File: src/rtl/tx_pulse_pkg.sv
// Shared state encoding, reset values and elaboration helpers for the
// write-domain pulse launcher.
package tx_pulse_pkg;

  typedef enum logic [1:0] {
    ST_IDLE    = 2'd0,
    ST_HIGH    = 2'd1,
    ST_ACK_LOW = 2'd2,
    ST_GAP     = 2'd3
  } tx_state_e;

  localparam tx_state_e RST_STATE = ST_IDLE;
  localparam logic      RST_PULSE = 1'b0;
  localparam logic      RST_BUSY  = 1'b0;
  localparam logic      RST_ACK   = 1'b0;

  function automatic int max_int(input int a, input int b);
    if (a > b) begin
      return a;
    end else begin
      return b;
    end
  endfunction

endpackage

File: src/rtl/sync_2ff.sv
// Two-flop level synchronizer with synchronous active-low reset; shared by
// the crossings in this codebase.
module sync_2ff #(
  parameter logic RST_VAL = 1'b0
) (
  input  logic clk_i,
  input  logic resetn_i,
  input  logic d_i,
  output logic q_o
);

  logic meta_q;
  logic sync_q;

  // first flop may go metastable; second flop gives a settled level
  always_ff @(posedge clk_i) begin
    if (!resetn_i) begin
      meta_q <= RST_VAL;
      sync_q <= RST_VAL;
    end else begin
      meta_q <= d_i;
      sync_q <= meta_q;
    end
  end

  assign q_o = sync_q;

endmodule

File: src/rtl/tx_stretch_pulse.sv
// Write-domain launcher: stretches single-cycle events into registered level
// pulses with guaranteed high time and low gap, optionally ack-held.
module tx_stretch_pulse
  import tx_pulse_pkg::*;
#(
  parameter int STRETCH = 4,
  parameter int GAP     = 2,
  parameter bit USE_ACK = 1'b0,
  parameter int CNT_W   = 16
) (
  input  logic             wr_clk,
  input  logic             wr_resetn,
  input  logic             wr_pulse,
  input  logic             rd_ack,
  output logic             stretched_pulse,
  output logic             busy,
  output logic [CNT_W-1:0] sent_cnt,
  output logic [CNT_W-1:0] drop_cnt
);

  localparam int               PH_W      = $clog2(max_int(STRETCH, GAP) + 1);
  localparam logic [PH_W-1:0]  HIGH_LAST = PH_W'(STRETCH - 1);
  localparam logic [PH_W-1:0]  GAP_LAST  = PH_W'(GAP - 1);
  localparam logic [PH_W-1:0]  PH_ONE    = PH_W'(1);
  localparam logic [CNT_W-1:0] CNT_ONE   = CNT_W'(1);
  localparam logic [CNT_W-1:0] CNT_MAX   = {CNT_W{1'b1}};

  tx_state_e        state_q, state_d;
  logic [PH_W-1:0]  phase_q, phase_d;
  logic [CNT_W-1:0] sent_q, sent_d;
  logic [CNT_W-1:0] drop_q, drop_d;
  logic             pulse_q;
  logic             busy_q;
  logic             ack_s;
  logic             high_done_s;

  sync_2ff #(
    .RST_VAL (RST_ACK)
  ) u_ack_sync (
    .clk_i    (wr_clk),
    .resetn_i (wr_resetn),
    .d_i      (rd_ack),
    .q_o      (ack_s)
  );

  // phase counter saturates in HIGH so a long ack wait cannot wrap it
  assign high_done_s = (phase_q == HIGH_LAST);

  // next-state, phase counter and event counters
  always_comb begin
    state_d = state_q;
    phase_d = phase_q;
    sent_d  = sent_q;
    drop_d  = drop_q;
    case (state_q)
      ST_IDLE: begin
        phase_d = '0;
        if (wr_pulse) begin
          state_d = ST_HIGH;
          sent_d  = sent_q + CNT_ONE;
        end else begin
          state_d = ST_IDLE;
        end
      end
      ST_HIGH: begin
        if (high_done_s && (!USE_ACK || ack_s)) begin
          state_d = USE_ACK ? ST_ACK_LOW : ST_GAP;
          phase_d = '0;
        end else if (!high_done_s) begin
          phase_d = phase_q + PH_ONE;
        end else begin
          phase_d = phase_q;
        end
      end
      ST_ACK_LOW: begin
        phase_d = '0;
        if (!ack_s) begin
          state_d = ST_GAP;
        end else begin
          state_d = ST_ACK_LOW;
        end
      end
      ST_GAP: begin
        if (phase_q == GAP_LAST) begin
          state_d = ST_IDLE;
          phase_d = '0;
        end else begin
          phase_d = phase_q + PH_ONE;
        end
      end
      default: begin
        state_d = ST_IDLE;
        phase_d = '0;
      end
    endcase
    if (wr_pulse && (state_q != ST_IDLE) && (drop_q != CNT_MAX)) begin
      drop_d = drop_q + CNT_ONE;
    end else begin
      drop_d = drop_q;
    end
  end

  // state, counters and registered outputs
  always_ff @(posedge wr_clk) begin
    if (!wr_resetn) begin
      state_q <= RST_STATE;
      phase_q <= '0;
      sent_q  <= '0;
      drop_q  <= '0;
      pulse_q <= RST_PULSE;
      busy_q  <= RST_BUSY;
    end else begin
      state_q <= state_d;
      phase_q <= phase_d;
      sent_q  <= sent_d;
      drop_q  <= drop_d;
      pulse_q <= (state_d == ST_HIGH);
      busy_q  <= (state_d != ST_IDLE);
    end
  end

  assign stretched_pulse = pulse_q;
  assign busy            = busy_q;
  assign sent_cnt        = sent_q;
  assign drop_cnt        = drop_q;

endmodule

File: config.mk
export PLATFORM = sky130hd
export DESIGN_NAME = tx_stretch_pulse
export DESIGN_NICKNAME = d
export VERILOG_FILES = /design/src/rtl/tx_pulse_pkg.sv /design/src/rtl/sync_2ff.sv /design/src/rtl/tx_stretch_pulse.sv
export SDC_FILE = /design/constraint.sdc
export NUM_CORES = 1
export LEC_CHECK = 0
export CAP_MARGIN = 20
export CORE_MARGIN = 1
export CORE_UTILIZATION = 24
export CTS_CLUSTER_DIAMETER = 150
export DETAILED_ROUTE_END_ITERATION = 16
export PLACE_DENSITY = 0.47
export SLEW_MARGIN = 0
export SYNTH_ARGS = -nofsm -noshare
export SYNTH_HDL_FRONTEND = slang
export SYNTH_SLANG_ARGS = --single-unit
File: constraint.sdc
create_clock -name wr_clk -period 2.2 [get_ports wr_clk]
set_clock_uncertainty 0.2 [all_clocks]
set_input_delay 0.33 -clock wr_clk [delete_from_list [all_inputs] [get_ports wr_clk]]
set_output_delay 0.33 -clock wr_clk [all_outputs]
set_load 0.005 [all_outputs]
== Word level (Yosys, flattened, before mapping) ==
Index checks and enable logic that the tools add are counted.

* Register bits after elaboration: 41
* Bits in latches: 0
* RAM bits: 0
* ROM bits: 0
* Input bits: 4
* Output and inout port bits: 34
* Logic and storage cells: 33
* Memories kept: 0

* $add $sub $neg: 3
* Multipliers: 0
* Div/mod/pow operators: 0
* Magnitude comparators: 0
* Eq/ne operators: 7
* Shift-type cells: 0
* Multiplexer cells: 8
* Bitwise logic cells: 0
* Reduce and logical (&&, ||, !) cells: 7

{| class="wikitable"
|+ Operators by type and width
! kind !! number
|-
| $add 16x1->16 const B || 2
|-
| $ne 16x16->1 const B || 1
|-
| $pmux 3 s3 || 1
|-
| $pmux 2 s4 || 1
|-
| $mux 3 || 2
|-
| $eq 2x1->1 const B || 2
|-
| $eq 2x2->1 const B || 2
|-
| $mux 2 || 2
|-
| $reduce_bool 2->1 || 2
|-
| $add 3x1->3 const B || 1
|-
| $eq 3x1->1 const B || 1
|-
| $eq 3x2->1 const B || 1
|-
| $logic_and 1x1->1 || 2
|-
| $logic_not 2->1 || 1
|-
| $mux 1 || 2
|-
| $reduce_and 2->1 || 1
|-
| $reduce_or 2->1 || 1
|}

== Logic depth before layout (Yosys ltp) ==
Gate-level depths: netlist of the first run.

* Depth after elaboration: 4
* Gate-level depth with buffers: 6
* Gate-level depth less buffers: 6

== Modules after synthesis ==
Synthesis of the first run repeated with hierarchy kept, for this count alone.

* Cell total of the unflattened synthesis: 200
* Area total of the unflattened synthesis: 1,861.8 sq um

{| class="wikitable"
|+ By module, submodules not included
! module !! times used !! cells each !! area each (sq um) !! seq. area each (sq um)
|-
| tx_stretch_pulse || 1 || 196 || 1,809.2 || 780.7
|-
| sync_2ff || 1 || 4 || 52.6 || 40.0
|}

== Worst setup path before layout of the first run ==
OpenSTA, ideal clock, no wires.

* Kind: input to register
* From: input wr_pulse
* To: register sent_q[15], in the netlist sent_cnt[15]
* Arrival: 1.872 ns
* Path slack: 0.058 ns
* Stages: 5
* Buffers on the path: 1
* Cells stage by stage: or3b_4 -> or4_1 -> clkbuf_1 -> or4_1 -> a21oi_1

* Word-level cells in the longest chain between the ends: 1

{| class="wikitable"
|+ RTL lines
! what !! line !! source
|-
| start: declaration || tx_stretch_pulse.sv:13 || <nowiki>input logic wr_pulse,</nowiki>
|-
| $reduce_and 2->1 (no source line) || - ||
|-
| end signal: assignment || tx_stretch_pulse.sv:115 || <nowiki>sent_q <= sent_d;</nowiki>
|-
| end: declaration || tx_stretch_pulse.sv:30 || <nowiki>logic [CNT_W-1:0] sent_q, sent_d;</nowiki>
|}

Every way passes these cells.
A chain may end at the register's enable or synchronous reset.

== Worst setup path in the final report of the first run ==
* From: register state_q[0]
* To: register sent_q[15], in the netlist sent_cnt[15]

* Word-level cells in the longest chain between the ends: 2

{| class="wikitable"
|+ RTL lines
! what !! line !! source
|-
| start: declaration || tx_stretch_pulse.sv:28 || <nowiki>tx_state_e state_q, state_d;</nowiki>
|-
| start signal: assignment || tx_stretch_pulse.sv:113 || <nowiki>state_q <= state_d;</nowiki>
|-
| $logic_not 2->1 || tx_stretch_pulse.sv:55 || <nowiki>case (state_q)</nowiki>
|-
| $reduce_and 2->1 (no source line) || - ||
|}

Every way passes these cells.

==> results of run 1 <==
registers in the layout, indices dropped and copies added, names as in the netlist:
signal / flops
state_q: 2
drop_cnt: 16
sent_cnt: 16
busy: 1
stretched_pulse: 1
u_ack_sync.meta_q: 1
u_ack_sync.q_o: 1
phase_q: 3
final timing paths:
kind / endpoint / from
max: sent_cnt[15] / state_q[0]
min: u_ack_sync.q_o / u_ack_sync.meta_q
max reg2reg: sent_cnt[15] / state_q[0]
min reg2reg: u_ack_sync.q_o / u_ack_sync.meta_q
stage by stage:
step	hold slack (ps)	utilization	setup WS [ps]	cells	setup TNS, ps
after floorplan	212	-	57.7	218	0
after global placement	216	0.347	-459	375	-3680
after detailed placement	221	0.347	-448	375	-3660
after CTS	240	0.362	-15.3	384	-15.3
after global routing	248	0.363	23.3	384	0
final	236	0.363	121	384	0
worst max-delay path: stages (launching register included):
cell and delay [ps]:
dfxtp_1 320, or3b_4 400, or4_4 560, or4_4 430, a21oi_2 120
cells in the final DEF (no fill, tap or decap), types with 3 or more instances in the layout:
cell              n
o21ai_0          11
nand3_1          10
xnor2_1           5
nor3_1            4
inv_1            10
dfxtp_1          40
nor2_1           16
buf_4            30
or4_4             3
nand4_1           9
clkdlybuf4s50_1  36
nand2b_1          3
a21oi_1          18
nor4_1            5
nand2_1          15
and2_1            3
o31ai_1           7
clkbuf_8          7
or3_1             8
mux2i_1           7
xor2_1            3
ha_1              6
or4_1             6
layout make-up:
type                       instances  area [um^2]
fill                             767         4720
multi-input combinational        158         1010
sequential                        41          822
timing repair buffer              67          594
tap                               99          124
clock buffer                       7         96.3
inverter                          11         41.3
clock inverter                     1         5.00
cells by family (layout without fill, tap and decap cells):
kind of cell | after synthesis | after routing | synth area share
compound gates | 45 | 45 | 0.140
xor+xnor | 8 | 8 | 0.0371
fa+ha+maj | 6 | 6 | 0.0398
buf+inv | 19 | 86 | 0.0384
flops | 41 | 41 | 0.435
mux | 7 | 7 | 0.0371
simple gates | 92 | 92 | 0.273
power by group through the flow:
stage	registers [mW]	clock network, mW	logic, mW
2_1_floorplan	0.780	0	0.0413
3_3_place_gp	0.781	0	0.0898
3_5_place_dp	0.781	0	0.0907
4_1_cts	0.763	0.570	0.0911
5_1_grt	0.765	0.600	0.100
6_report	0.763	0.547	0.0894
synthesized netlist by cell type, drive strengths merged, types with 2 or more instances:
master / instances
a21oi: 19
a31oi: 2
and2: 3
and4: 2
buf: 2
clkbuf: 6
dfxtp: 41
ha: 6
inv: 11
mux2i: 7
nand2: 15
nand2b: 3
nand3: 10
nand4: 9
nor2: 16
nor3: 4
nor4: 5
o211a: 2
o21ai: 12
o31ai: 7
or3: 8
or4: 9
xnor2: 5
xor2: 3
metal layers:
metal	vias to the layer above	track usage	routed length (um)
met2	24	0.201	2130
met1	820	0.148	2240
met5	-	0	0
met3	4	0.0328	169
met4	0	0.0551	74
li1	932	-	-
what timing repair did:
item	CTS	global route
buffers inserted	1	0
endpoints found under the setup margin	5	4
gates cloned	0	0
pin swaps	4	2
resized for setup	3	3
==> impl_metrics.py, run 1 <==
metrics = {
    "floorplan": {
        "die_area_um2": 8230,
        "rows": 31,
        "boundaryPins": 38,
        "start_util": 0.255,
        "die_y_um": 90.7,
        "fp.coreArea_um2": 7410,
        "die_w_um": 90.7,
    },
    "critical_path": {
        "critPathLaunchType": "flip-flop",
        "reg2reg_setup_slack_ps": 120,
        "worstPathArrival_ps": 2110,
        "end_kind": "flip-flop",
        "worstPathMaxFanout": 7,
        "path_class": "reg2reg",
        "rr_worst_depth": 4,
        "crit_required_ps": 2230,
    },
    "timing": {
        "worstMarginPinSlew_ps": 378,
        "fmaxAchievable_mhz": 481,
        "timing.final.crit_share": 0.945,
        "rsz0062_at_grt": "false",
        "slew_viol_final": 0,
        "fin_crit_ps": 2080,
        "setup_viol": 0,
        "finalHoldViolCount": 0,
        "relSlewSlack": 0.745,
    },
    "grt": {
        "antenna_found_initial": 0,
        "track_usage": 0.122,
        "grt_pass1_wl_um": 8160,
        "grt_max_degree": 17,
        "grt-ovfl-total": 0,
        "grt_pass1_vias": 1772,
    },
    "placement": {
        "place.port_buffers": 37,
        "dpl_cell_area_um2": 2570,
        "place_congestion": 0.764,
        "dp_hpwl_um": 3380,
    },
    "power_and_ir_drop": {
        "p_switching_mw": 0.315,
        "irDropWorstVdd_mv": 0.238,
        "switching_share": 0.225,
        "power.internal_mw": 1.08,
        "p_seq_frac": 0.545,
        "pwr-share-comb": 0.064,
        "p_clk_frac": 0.391,
        "p_total_mw": 1.40,
        "power_density_nw_per_um2": 519,
        "power_leakage_nw": 0.943,
    },
    "synthesis": {
        "syn_nets": 228,
        "ys_top_cells_by_area": "dfxtp_1, a21oi_1, ha_1",
        "netlist_area_um2": 1890,
        "synth_flop_cell": "dfxtp_1",
        "yosysSeqAreaShare": 0.435,
        "yosysTopAreaCell": "dfxtp_1",
        "synth_cell_types": 38,
        "synthArstFlopShare": 0,
        "yosys_warnings": 0,
        "synth_area_per_cell_um2": 8.66,
        "ys_seq_elements": 41,
        "synth_top_area_frac": 0.435,
        "synth_edf_count": 0,
        "syn_inst": 218,
    },
    "routing": {
        "dr.first_iter.drc_count": 63,
        "num_vias": 1780,
        "via_per_inst": 4.64,
        "drtAntennaViolNets": 0,
        "routed_wl_um": 4620,
        "drc": 0,
        "wl_per_cell_um": 12.0,
        "dr.pass1.iters": 4,
    },
    "cells_and_area": {
        "n_antenna_cell": 0,
        "stdcell_area_um2": 2690,
        "layout.nets": 294,
        "drive_above_1_share": 0.165,
        "syn_to_final_growth_pct": 42.6,
    },
    "clock_network": {
        "clk_pin_slew_worst_paths_ps": 80,
        "cts_buffer_depth": 2,
        "cts-root-buf": "clkbuf_8",
        "cts_max_level": 2,
        "cts_tree": "yes",
        "cts_sinks": 41,
        "numCtsBuffers": 5,
        "holdBufCountCts": 0,
        "insertion_delay_ps": 290,
    },
    "hold_path": {
        "hp-class": "reg2reg",
        "min_path_cells": 1,
    },
    "outcome": {
        "status": "finished, final reports clean",
    },
    "job": {
        "cap_viol_max_count": 0,
    },
}
Note: power is estimated with default switching activity, not from simulation.
==> run 2, diff against run 1 <==
CTS_BUF_LIST = sky130_fd_sc_hd__clkbuf_16   (was unset)
==> run 2 against run 1 <==
  * Wire length is 0.89% higher
  * Critical path depth stayed put
  * Worst hold slack worse by 2.9 ps
  * Final cell count unchanged
  * Sequential share of layout area fell by 0.41 points
  * Total power is 11% higher
  * Die area unchanged
  * Register-to-register slack barely moved
  * Clock power is 28% higher
  * Final area grew 1.3%
  * Via count rose by 0.22%
  * Non-clock buffer count did not move
==> impl_metrics.py, run 2 (synthesized netlist as in run 1, its figures left out) <==
metrics = {
    "critical_path": {
        "worstPathArrival_ps": 2100,
        "rr_worst_depth": 4,
        "rr_startpoint": "state_q[0]",
        "path_class": "reg2reg",
        "crit_required_ps": 2220,
        "crit_start": "state_q[0]",
        "crit_top_cell": "or4_4",
        "cpPeakStageDelay_ps": 560,
        "worstPathMaxFanout": 7,
        "crit_chain": "or3b_4, or4_4, or4_4, a21oi_2",
        "reg2reg_setup_slack_ps": 120,
        "critPathLaunchType": "flip-flop",
        "end_kind": "flip-flop",
        "cp_slowest_cell": "or4_4",
        "worstReg2RegEnd": "sent_cnt[15]",
        "endpoint": "sent_cnt[15]",
    },
    "cells_and_area": {
        "stdcell_area_um2": 2730,
        "drive_above_1_share": 0.158,
        "n_antenna_cell": 0,
        "syn_to_final_growth_pct": 44.5,
        "layout.nets": 294,
        "final_cell_mix": "dfxtp_1, clkdlybuf4s50_1, buf_4, a21oi_1, nor2_1",
        "mostFrequentLayoutCell": "dfxtp_1",
    },
    "routing": {
        "via_per_inst": 4.65,
        "num_vias": 1784,
        "drc": 0,
        "dr.pass1.iters": 4,
        "routed_wl_um": 4660,
        "drtAntennaViolNets": 0,
        "dr.first_iter.drc_count": 74,
        "wl_per_cell_um": 12.1,
    },
    "power_and_ir_drop": {
        "p_clk_frac": 0.451,
        "irDropWorstVdd_mv": 0.261,
        "p_total_mw": 1.55,
        "switching_share": 0.220,
        "p_seq_frac": 0.492,
        "pwr-share-comb": 0.058,
        "power_density_nw_per_um2": 569,
        "p_switching_mw": 0.342,
        "power.internal_mw": 1.21,
        "power_leakage_nw": 0.958,
    },
    "hold_path": {
        "hp-class": "reg2reg",
        "min_path_cells": 1,
    },
    "clock_network": {
        "cts_tree": "yes",
        "cts_sinks": 41,
        "holdBufCountCts": 0,
        "numCtsBuffers": 5,
        "cts-root-buf": "clkbuf_16",
        "cts_buffer_depth": 2,
        "insertion_delay_ps": 280,
        "clk_pin_slew_worst_paths_ps": 60,
        "cts_max_level": 2,
    },
    "grt": {
        "antenna_found_initial": 0,
        "grt_pass1_wl_um": 8140,
        "grt-ovfl-total": 0,
        "grt_pass1_vias": 1745,
        "grt_max_degree": 17,
        "track_usage": 0.122,
    },
    "timing": {
        "finalHoldViolCount": 0,
        "timing.final.crit_share": 0.945,
        "fmaxAchievable_mhz": 481,
        "fin_crit_ps": 2080,
        "rsz0062_at_grt": "false",
        "worstMarginPinSlew_ps": 409,
        "relSlewSlack": 0.725,
        "slew_viol_final": 0,
        "worst_slack_ps": 121,
        "setup_viol": 0,
    },
    "floorplan": {
        "boundaryPins": 38,
        "start_util": 0.255,
        "die_w_um": 90.7,
        "rows": 31,
        "fp.coreArea_um2": 7410,
        "die_area_um2": 8230,
        "die_y_um": 90.7,
    },
    "placement": {
        "dpl_cell_area_um2": 2570,
        "place.port_buffers": 37,
        "place_congestion": 0.764,
        "dp_hpwl_um": 3380,
        "dpl_worst_slack_ps": -448,
    },
    "job": {
        "cap_viol_max_count": 0,
    },
    "outcome": {
        "status": "finished, final reports clean",
    },
}
## run 2: what timing repair did
action | in CTS | in global routing
setup buffers | 1 | 0
setup endpoints to repair | 6 | 3
pin swaps | 4 | 2
gates resized for setup | 3 | 3
cloned | 0 | 0
## run 2: worst min-delay path by stage
stage,slack [ps],endpoint,from
after detailed placement,220,u_ack_sync.q_o,u_ack_sync.meta_q
after floorplan,210,u_ack_sync.q_o,u_ack_sync.meta_q
after global routing,240,u_ack_sync.q_o,u_ack_sync.meta_q
after global placement,220,u_ack_sync.q_o,u_ack_sync.meta_q
final,230,u_ack_sync.q_o,u_ack_sync.meta_q
after CTS,230,u_ack_sync.q_o,u_ack_sync.meta_q
## run 2: layout make-up
cell class,count,area (um^2)
clock buffer,5,125
clock inverter,3,12.5
fill,767,4680
inverter,11,41.3
multi-input combinational,158,1010
sequential,41,822
tap,99,124
timing repair buffer,67,594
## run 2: worst max-delay path, delay by kind of cell, from the launching register on
kind / cells / cell delay, ps
flops: 1 / 310
compound gates: 1 / 120
simple gates: 3 / 1390
## run 2: per-stage QoR
step,TNS [ps],util,hold slack (ps),instances
2_1_floorplan,0,-,212,218
3_3_place_gp,-3680,0.347,216,375
3_5_place_dp,-3660,0.347,221,375
4_1_cts,-12.0,0.367,235,384
5_1_grt,0,0.368,242,384
6_report,0,0.368,233,384
## run 2: power groups by stage
stage / clock (mW) / sequential, mW / combinational [mW]
final: 0.700 / 0.764 / 0.0895
after global routing: 0.751 / 0.765 / 0.100
after CTS: 0.725 / 0.764 / 0.0909
after detailed placement: 0 / 0.781 / 0.0907
after global placement: 0 / 0.781 / 0.0898
after floorplan: 0 / 0.780 / 0.0413
## run 2: layer usage
metal | global-route usage | part of all wire
met5 | 0 | 0
met4 | 0.0444 | 0.017
met3 | 0.0404 | 0.042
met2 | 0.200 | 0.45
met1 | 0.149 | 0.49
==> run 3, diff against run 2 <==
CORE_MARGIN = 2   (was 1)
==> run 3 against run 2 <==
  * Maximum frequency down 2.3%
  * Sequential share of layout area down 0.13 points
  * Core utilization down 1.2 points
  * Global-route usage down 1.1 points
  * Critical path depth up 1
  * Final area up 0.27%
  * Combinational power down 4.9%
==> impl_metrics.py, run 3 (synthesized netlist as in run 1, its figures left out) <==
metrics = {
    "grt": {
        "track_usage": 0.112,
        "grt_max_degree": 16,
        "antenna_found_initial": 0,
        "grt_pass1_wl_um": 7670,
        "grt_pass1_vias": 1632,
        "grt-ovfl-total": 0,
    },
    "placement": {
        "place.port_buffers": 37,
        "dp_hpwl_um": 3380,
        "dpl_cell_area_um2": 2560,
        "placed_cells_incl_taps": 377,
        "place_congestion": 0.728,
        "dpl_worst_slack_ps": -516,
    },
    "power_and_ir_drop": {
        "power_density_nw_per_um2": 609,
        "power_leakage_nw": 0.957,
        "switching_share": 0.204,
        "pwr-share-comb": 0.051,
        "p_switching_mw": 0.340,
        "irDropWorstVdd_mv": 0.291,
        "p_seq_frac": 0.459,
        "p_clk_frac": 0.490,
        "power.internal_mw": 1.33,
    },
    "routing": {
        "dr.pass1.iters": 4,
        "wl_per_cell_um": 12.1,
        "via_per_inst": 4.62,
        "routed_wl_um": 4660,
        "drc": 0,
        "drtAntennaViolNets": 0,
        "dr.first_iter.drc_count": 88,
        "num_vias": 1777,
    },
    "floorplan": {
        "start_util": 0.246,
        "die_y_um": 92.7,
        "boundaryPins": 38,
        "die_area_um2": 8590,
        "fp.coreArea_um2": 7690,
        "die_w_um": 92.7,
        "rows": 32,
    },
    "cells_and_area": {
        "syn_to_final_growth_pct": 44.9,
        "stdcell_area_um2": 2740,
        "finalCoreUtilization": 0.356,
        "drive_above_1_share": 0.141,
        "final_cell_mix": "dfxtp_1, clkdlybuf4s50_1, buf_4, a21oi_1, nor2_1",
        "mostFrequentLayoutCell": "dfxtp_1",
        "stdcell_count": 385,
        "n_antenna_cell": 0,
        "layout.nets": 292,
        "nFillCells": 825,
    },
    "hold_path": {
        "hp-class": "reg2reg",
        "hp-start": "u_ack_sync.meta_q",
    },
    "critical_path": {
        "crit_top_cell": "or4_1",
        "crit_chain": "buf_4, o21ai_1, or4_1, or4_1, a21oi_1",
        "crit_start": "state_q[0]",
        "cpPeakStageDelay_ps": 610,
        "crit_buf_inv": 1,
        "cp_top_family": "simple AND/OR/NAND/NOR gates",
        "critPathLaunchType": "flip-flop",
        "crit_required_ps": 2220,
        "worstPathMaxFanout": 10,
        "rr_startpoint": "state_q[0]",
        "end_kind": "flip-flop",
        "cp_slowest_cell": "or4_1",
        "path_class": "reg2reg",
        "worstPathArrival_ps": 2150,
    },
    "timing": {
        "slew_viol_final": 0,
        "fin_crit_ps": 2130,
        "finalHoldViolCount": 0,
        "worst_slack_ps": 71.7,
        "worstMarginPinSlew_ps": 413,
        "rsz0062_at_grt": "false",
        "timing.final.crit_share": 0.967,
        "setup_viol": 0,
        "relSlewSlack": 0.722,
        "fmaxAchievable_mhz": 470,
    },
    "outcome": {
        "status": "finished, final reports clean",
    },
    "clock_network": {
        "numCtsBuffers": 5,
        "insertion_delay_ps": 280,
        "cts_max_level": 2,
        "cts-root-buf": "clkbuf_16",
        "cts_sinks": 41,
        "clk_pin_slew_worst_paths_ps": 60,
        "cts_buffer_depth": 2,
        "cts_tree": "yes",
    },
    "job": {
        "cap_viol_max_count": 0,
    },
}
-- run 3: routing by layer --
| metal | up-vias | global-route usage | part of all wire |
|---|---|---|---|
| li1 | 926 | - | - |
| met1 | 821 | 0.146 | 0.49 |
| met2 | 25 | 0.178 | 0.46 |
| met3 | 5 | 0.0285 | 0.036 |
| met4 | 0 | 0.0404 | 0.010 |
| met5 | - | 0 | 0 |
-- run 3: path summary, 6_finish.rpt --
kind / to / cells after the start / slack [ps]
setup / recovery: drop_cnt[11] / 5 / 70
hold / removal: u_ack_sync.q_o / 1 / 230
setup reg to reg: drop_cnt[11] / 5 / 70
hold reg to reg: u_ack_sync.q_o / 1 / 230
-- run 3: stage by stage --
step,hold slack [ps],TNS (ps),power [mW]
after CTS,234,0,1.69
after global placement,215,-4220,0.867
final,232,0,1.67
after detailed placement,219,-4230,0.867
after global routing,261,0,1.74
after floorplan,212,0,0.821
-- run 3: power by group through the flow --
stage / logic (mW) / registers (mW) / clock network (mW)
finish: 0.0851 / 0.765 / 0.816
detailed placement: 0.0859 / 0.781 / 0
global placement: 0.0857 / 0.781 / 0
global route: 0.0949 / 0.766 / 0.876
CTS: 0.0859 / 0.765 / 0.843
floorplan: 0.0413 / 0.780 / 0
-- run 3: area by class of cell --
| class | count | area [um^2] | share of cell area |
|---|---|---|---|
| clock buffer | 5 | 125 | 0.0457 |
| inverter | 11 | 41.3 | 0.0151 |
| tap | 102 | 128 | 0.0466 |
| multi-input combinational | 158 | 1000 | 0.367 |
| sequential | 41 | 821 | 0.300 |
| timing repair buffer | 65 | 579 | 0.212 |
| clock inverter | 3 | 37.5 | 0.0137 |
-- run 3: what timing repair did --
| item | 4_1_cts | 5_1_grt |
|---|---|---|
| hold buffers | 0 | 0 |
| gates resized for setup | 2 | 1 |
| endpoints found under the setup margin | 8 | 1 |
| setup buffers | 0 | 0 |
| pin swaps | 0 | 0 |
| gates cloned | 0 | 0 |
